## src/rtl/gpio_in_debounce.sv

```systemverilog
// Per-bit synchroniser, debounce filter and sticky rise/fall event capture
// feeding the GPIO peripheral input register, with a single level interrupt.
module gpio_in_debounce #(
    parameter int WIDTH     = 8,
    parameter int DB_CYCLES = 15,
    parameter int CNT_W     = 4
) (
    input  logic             clk,
    input  logic             reset,
    input  logic [WIDTH-1:0] pin_i,
    output logic [WIDTH-1:0] gpio_in_o,
    input  logic [WIDTH-1:0] rise_en_i,
    input  logic [WIDTH-1:0] fall_en_i,
    input  logic [WIDTH-1:0] pend_clr_i,
    output logic [WIDTH-1:0] pend_o,
    output logic             irq_o
);

    localparam logic [CNT_W-1:0] CNT_LAST = CNT_W'(DB_CYCLES - 1);

    logic [WIDTH-1:0] s1_reg;
    logic [WIDTH-1:0] s2_reg;
    logic [WIDTH-1:0] stable;
    logic [WIDTH-1:0] stable_d_reg;
    logic [WIDTH-1:0] pend_reg;
    logic [WIDTH-1:0] pend_next;
    logic [WIDTH-1:0] rise;
    logic [WIDTH-1:0] fall;

    // Plain two-flop synchroniser: nothing may sit between s1 and s2.
    always_ff @(posedge clk or negedge reset) begin
        if (!reset) begin
            s1_reg <= '0;
            s2_reg <= '0;
        end else begin
            s1_reg <= pin_i;
            s2_reg <= s1_reg;
        end
    end

    genvar gi;
    generate
        for (gi = 0; gi < WIDTH; gi++) begin : g_bit
            logic [CNT_W-1:0] cnt_reg;
            logic [CNT_W-1:0] cnt_next;
            logic             stable_reg;
            logic             stable_next;

            // Any sample matching the accepted level restarts the count,
            // so only an uninterrupted run of DB_CYCLES differing samples flips.
            always_comb begin
                stable_next = stable_reg;
                cnt_next    = '0;
                if (s2_reg[gi] != stable_reg) begin
                    if (cnt_reg == CNT_LAST) begin
                        stable_next = s2_reg[gi];
                    end else begin
                        cnt_next = cnt_reg + CNT_W'(1);
                    end
                end
            end

            always_ff @(posedge clk or negedge reset) begin
                if (!reset) begin
                    cnt_reg    <= '0;
                    stable_reg <= 1'b0;
                end else begin
                    cnt_reg    <= cnt_next;
                    stable_reg <= stable_next;
                end
            end

            assign stable[gi] = stable_reg;
        end
    endgenerate

    assign rise = stable & ~stable_d_reg & rise_en_i;
    assign fall = ~stable & stable_d_reg & fall_en_i;

    // A new event in the same cycle as a clear wins.
    assign pend_next = (pend_reg & ~pend_clr_i) | rise | fall;

    always_ff @(posedge clk or negedge reset) begin
        if (!reset) begin
            stable_d_reg <= '0;
            pend_reg     <= '0;
        end else begin
            stable_d_reg <= stable;
            pend_reg     <= pend_next;
        end
    end

    assign gpio_in_o = stable;
    assign pend_o    = pend_reg;
    assign irq_o     = |pend_reg;

endmodule

```

## config.mk

```make
export PLATFORM = sky130hd
export DESIGN_NAME = gpio_in_debounce
export DESIGN_NICKNAME = d
export VERILOG_FILES = /design/src/rtl/gpio_in_debounce.sv
export SDC_FILE = /design/constraint.sdc
export NUM_CORES = 1
export LEC_CHECK = 0
export BUFFER_PORTS_ARGS = -buffer_cell sky130_fd_sc_hd__buf_2
export CAP_MARGIN = 15
export CORE_ASPECT_RATIO = 0.7
export CORE_MARGIN = 5
export CORE_UTILIZATION = 31
export DETAILED_ROUTE_END_ITERATION = 10
export SLEW_MARGIN = 20
export SYNTH_ARGS = -nofsm -noshare
export SYNTH_HDL_FRONTEND = slang
export SYNTH_SLANG_ARGS = --single-unit
```

## constraint.sdc

```tcl
create_clock -name clk -period 1.5 [get_ports clk]
set_input_delay 0.075 -clock clk [delete_from_list [all_inputs] [get_ports clk]]
set_output_delay 0.075 -clock clk [all_outputs]
set_load 0.1 [all_outputs]
```

# After elaboration in Yosys (flattened, before gate mapping)
# Index checks and enable logic that the tools add are counted.
[totals] word_cells=79 output_inout_bits=17 regBits=72 input_bits=34
[classes] n_eq_ne=16 mux=16 n_addsub=8 n_reduce_logical=9 bitwise_logic=10
[ops] op="4-bit 2-to-1 mux" n=16
[ops] op="8-bit AND" n=5
[ops] op="4-bit by 1-bit adder with 4-bit output, second input constant" n=8
[ops] op="4-bit equality test, second input constant" n=8
[ops] op="8-bit NOT" n=3
[ops] op="8-bit bitwise OR" n=2
[ops] op="2-bit AND reduction" n=8
[ops] op="1-bit inequality test" n=8
[ops] op="8-bit OR reduction" n=1

# Logic depth before layout (Yosys ltp)
[logic_depth] ltp_word=5 depth_mapped=5 ltp_nobuf=5

# Least setup slack after synthesis
# No wires, ideal clock.
[synth_timing] path_kind="reg-to-output" from="register pend_reg[6], in the netlist pend_o[6]" to="output irq_o" required_ns=1.425 t_arrival_ns=1.756 stages_incl_launch_ff=3 setup_slack_ns=-0.331 cell_sequence="dfrtp_1 > nor4_1 > nand2_1"
[synth_via] elab_chain_cells=1
[synth_lines] element="from (decl)" line="25" rtl="logic [WIDTH-1:0] pend_reg;"
[synth_lines] element="from (signal assigned)" line="89" rtl="pend_reg <= pend_next;"
[synth_lines] element="8-bit OR reduction" line="95" rtl="assign irq_o = |pend_reg;"
[synth_lines] element="to (decl)" line="16" rtl="output logic irq_o"
# Every way passes these cells.

# Worst setup path after layout
[layout_timing] from="register pend_reg[7], in the netlist pend_o[7]" to="output irq_o"
# Same word-level chain as after synthesis.

==> results.toml <==
[run_status]
status = "completed"

[logic_synthesis]
syn_area_um2 = 2890
synth_top_area_share_pct = 62.4
avgSynthCellArea_um2 = 12.7
muxShareOfSynthArea_pct = 3.51
ys_seq_area_share_pct = 62.4
synth_top_cell_by_area = "dfrtp_1"
synth_area_leaders = "dfrtp_1 62%, ha_1 6.9%, xor2_1 4.9%"
synth_compound_area_share_pct = 2.25
synthAdderAreaFrac_pct = 6.94
syn-num-nets = 277
ys_types = 17
synth_xor_area_share_pct = 7.29
syn_inst = 227
synthSimpleGateAreaFrac_pct = 13.9
yosysWarnings = 0
synth_top_family_by_area = "simple AND/OR/NAND/NOR gates"
ys_ff_latch = 72

[power]
power_density_nw_per_um2 = 1150
p_comb_share_pct = 6.1
swShare_pct = 22.4
power_leakage_nw = 1.83
p_sw_uw = 954
intPower_mw = 3.30
peakVddDrop_v = 0.000611
power_mw = 4.25
pwr-share-clk_pct = 44.9
seq_power_share_pct = 49.0

[sta]
hold_viol = 0
max_freq_mhz = 680
holdWs_ps = 14.2
slew_viol_final = 0
worst_slew_pin_slew_ps = 517
fin_ws_ps = 30.1
grt_setup_unrepaired = "yes"
fin_crit_ps = 1470
skew_ps = 5.11
finalCritPeriodShare_pct = 98.0
fin_tns_setup_ps = 0
slew_headroom_pct = 65.7
finalSetupViolations = 0

[drt]
vias = 1789
wirelength_um = 5350
ant_nets = 0
vias_per_cell = 4.22
drc = 0
drt-initial-drc-count = 93
first_pass_iters = 4
wl_per_cell_um = 12.6

[critical_path]
startpoint_type = "flop"
path_depth = 3
worst-path-buf-inv = 1
path_cells = "nor4_4, nand2_2, buf_12"
critPathKind = "flop to output port"
slowest_delay_ps = 420
worstPathArrival_ps = 1390
critical_path.endpoint_type = "output port"
r2r_cells = 3
critPathTopFamily = "simple AND/OR/NAND/NOR gates"
crit_fanout = 2
critPathRequiredTime_ps = 1420
cpMaxStageDelayCell = "dfrtp_2"

[place]
dp_cells = 395
portBuffers = 50
dp_hpwl_um = 3910
place.gp.congestion = 0.752
dp_slack_ps = 159

[clocking]
clkTransAtPathRegs_ps = 60
cts_sinks = 72
h-tree-depth = 3
clock-root-buffer = "clkbuf_16"
tritoncts = "yes"
insertion_delay_ps = 330
cts_buffer_depth = 2
numCtsBuffers = 9

[floorplanning]
ios = 51
core_um2 = 9070
fp.dieW_um = 125
die_area_um2 = 11400
floorplan.initialDensity_pct = 31.8
die_h_um = 90.7
rows = 29

[finish]
largest_reg_flops = 32
final_common_cell = "dfrtp_1"
finalNetCount = 345
n_antenna_cell = 0
drive_gt1_share_pct = 31.3
final_cell_mix = "64 x dfrtp_1, 48 x buf_2, 32 x nor2_1"
area_growth_pct = 28.4
fill_cells = 876
stdcell_count = 424

[global_routing]
antenna_found_initial = 0
grt_max_degree = 30
grt_pass1_wl_um = 9230
grt_usage_pct = 10.5
grt_pass1_vias = 1883
grt_remaining_overflow = 0

[worst_hold_path]
hold_depth = 3
min_path_type = "primary input to flop"

[job]
maxCapViolCount = 0
-- metal layers --
layer / vias to the layer above / track usage [%] / routed length [um]
met5: - / 0 / 0
met4: 0 / 4.33 / 63
met3: 8 / 4.96 / 311
met2: 38 / 14.9 / 2380
met1: 869 / 13.7 / 2600
li1: 874 / - / -
-- path summary, 6_finish.rpt --
kind                                            startpoint  slack (ps)                   to
max                                    pend_o[7]$_DFF_PN0_          30                irq_o
min                                           rise_en_i[1]          10  pend_o[1]$_DFF_PN0_
max reg2reg                g_bit[3].stable_reg$_DFFE_PN0P_         180  pend_o[3]$_DFF_PN0_
min reg2reg                            s1_reg[4]$_DFF_PN0_         340  s2_reg[4]$_DFF_PN0_
max in group asynchronous                            reset         720  pend_o[0]$_DFF_PN0_
min in group asynchronous                            reset         220  s2_reg[2]$_DFF_PN0_
-- power by group through the flow --
stage	Sequential, mW	Clock (mW)	Combinational (mW)
floorplan	2.11	0	0.119
global placement	2.11	0	0.236
detailed placement	2.12	0	0.242
CTS	2.08	1.99	0.267
global route	2.09	2.08	0.300
finish	2.08	1.91	0.261
-- logic make-up (layout without fill, tap and decap cells) --
| family | count (synthesis) | in the layout |
|---|---|---|
| compound gates | 8 | 8 |
| xor+xnor | 24 | 24 |
| fa+ha+maj | 16 | 16 |
| buf+inv | 20 | 93 |
| flops | 72 | 72 |
| mux | 8 | 8 |
| simple gates | 79 | 79 |
-- layout make-up --
cell class | count | area, um^2 | share of cell area, %
timing repair buffer | 65 | 423 | 11.4
clock buffer | 12 | 246 | 6.65
tap | 124 | 155 | 4.19
sequential | 72 | 1810 | 48.9
inverter | 12 | 45.0 | 1.22
multi-input combinational | 135 | 1000 | 27.0
clock inverter | 4 | 22.5 | 0.608
-- cell usage after synthesis --
library cell / instances
o221ai_1: 4
buf_4: 8
inv_1: 12
o211ai_1: 4
nand2b_1: 4
nor2_1: 32
nand3_2: 8
nand2_1: 17
nand3b_1: 8
mux2_4: 3
mux2_2: 5
nor4_1: 2
ha_1: 16
nand3_1: 8
xnor2_1: 8
dfrtp_1: 72
xor2_1: 16
-- metrics by stage --
step / cell area (um^2) / utilization, %
final: 3710 / 40.9
after detailed placement: 3270 / 36.1
after floorplan: 2900 / -
after CTS: 3690 / 40.7
after global routing: 3710 / 40.9
after global placement: 3270 / 36.1
-- tightest hold or removal path: stages --
cell and delay, ps:
buf_2 100, nand2_1 50, o211ai_1 80
-- timing repair --
| item | 4_1_cts | 5_1_grt |
|---|---|---|
| setup endpoints to repair | 1 | 1 |
| cloned | 0 | 0 |
| pin swaps | 0 | 2 |
| endpoints found under the hold margin | 37 | 0 |
| buffers inserted | 0 | 1 |
| resized for setup | 5 | 2 |
| hold buffers | 12 | 0 |
No activity file was read; power rests on OpenSTA's default activity.
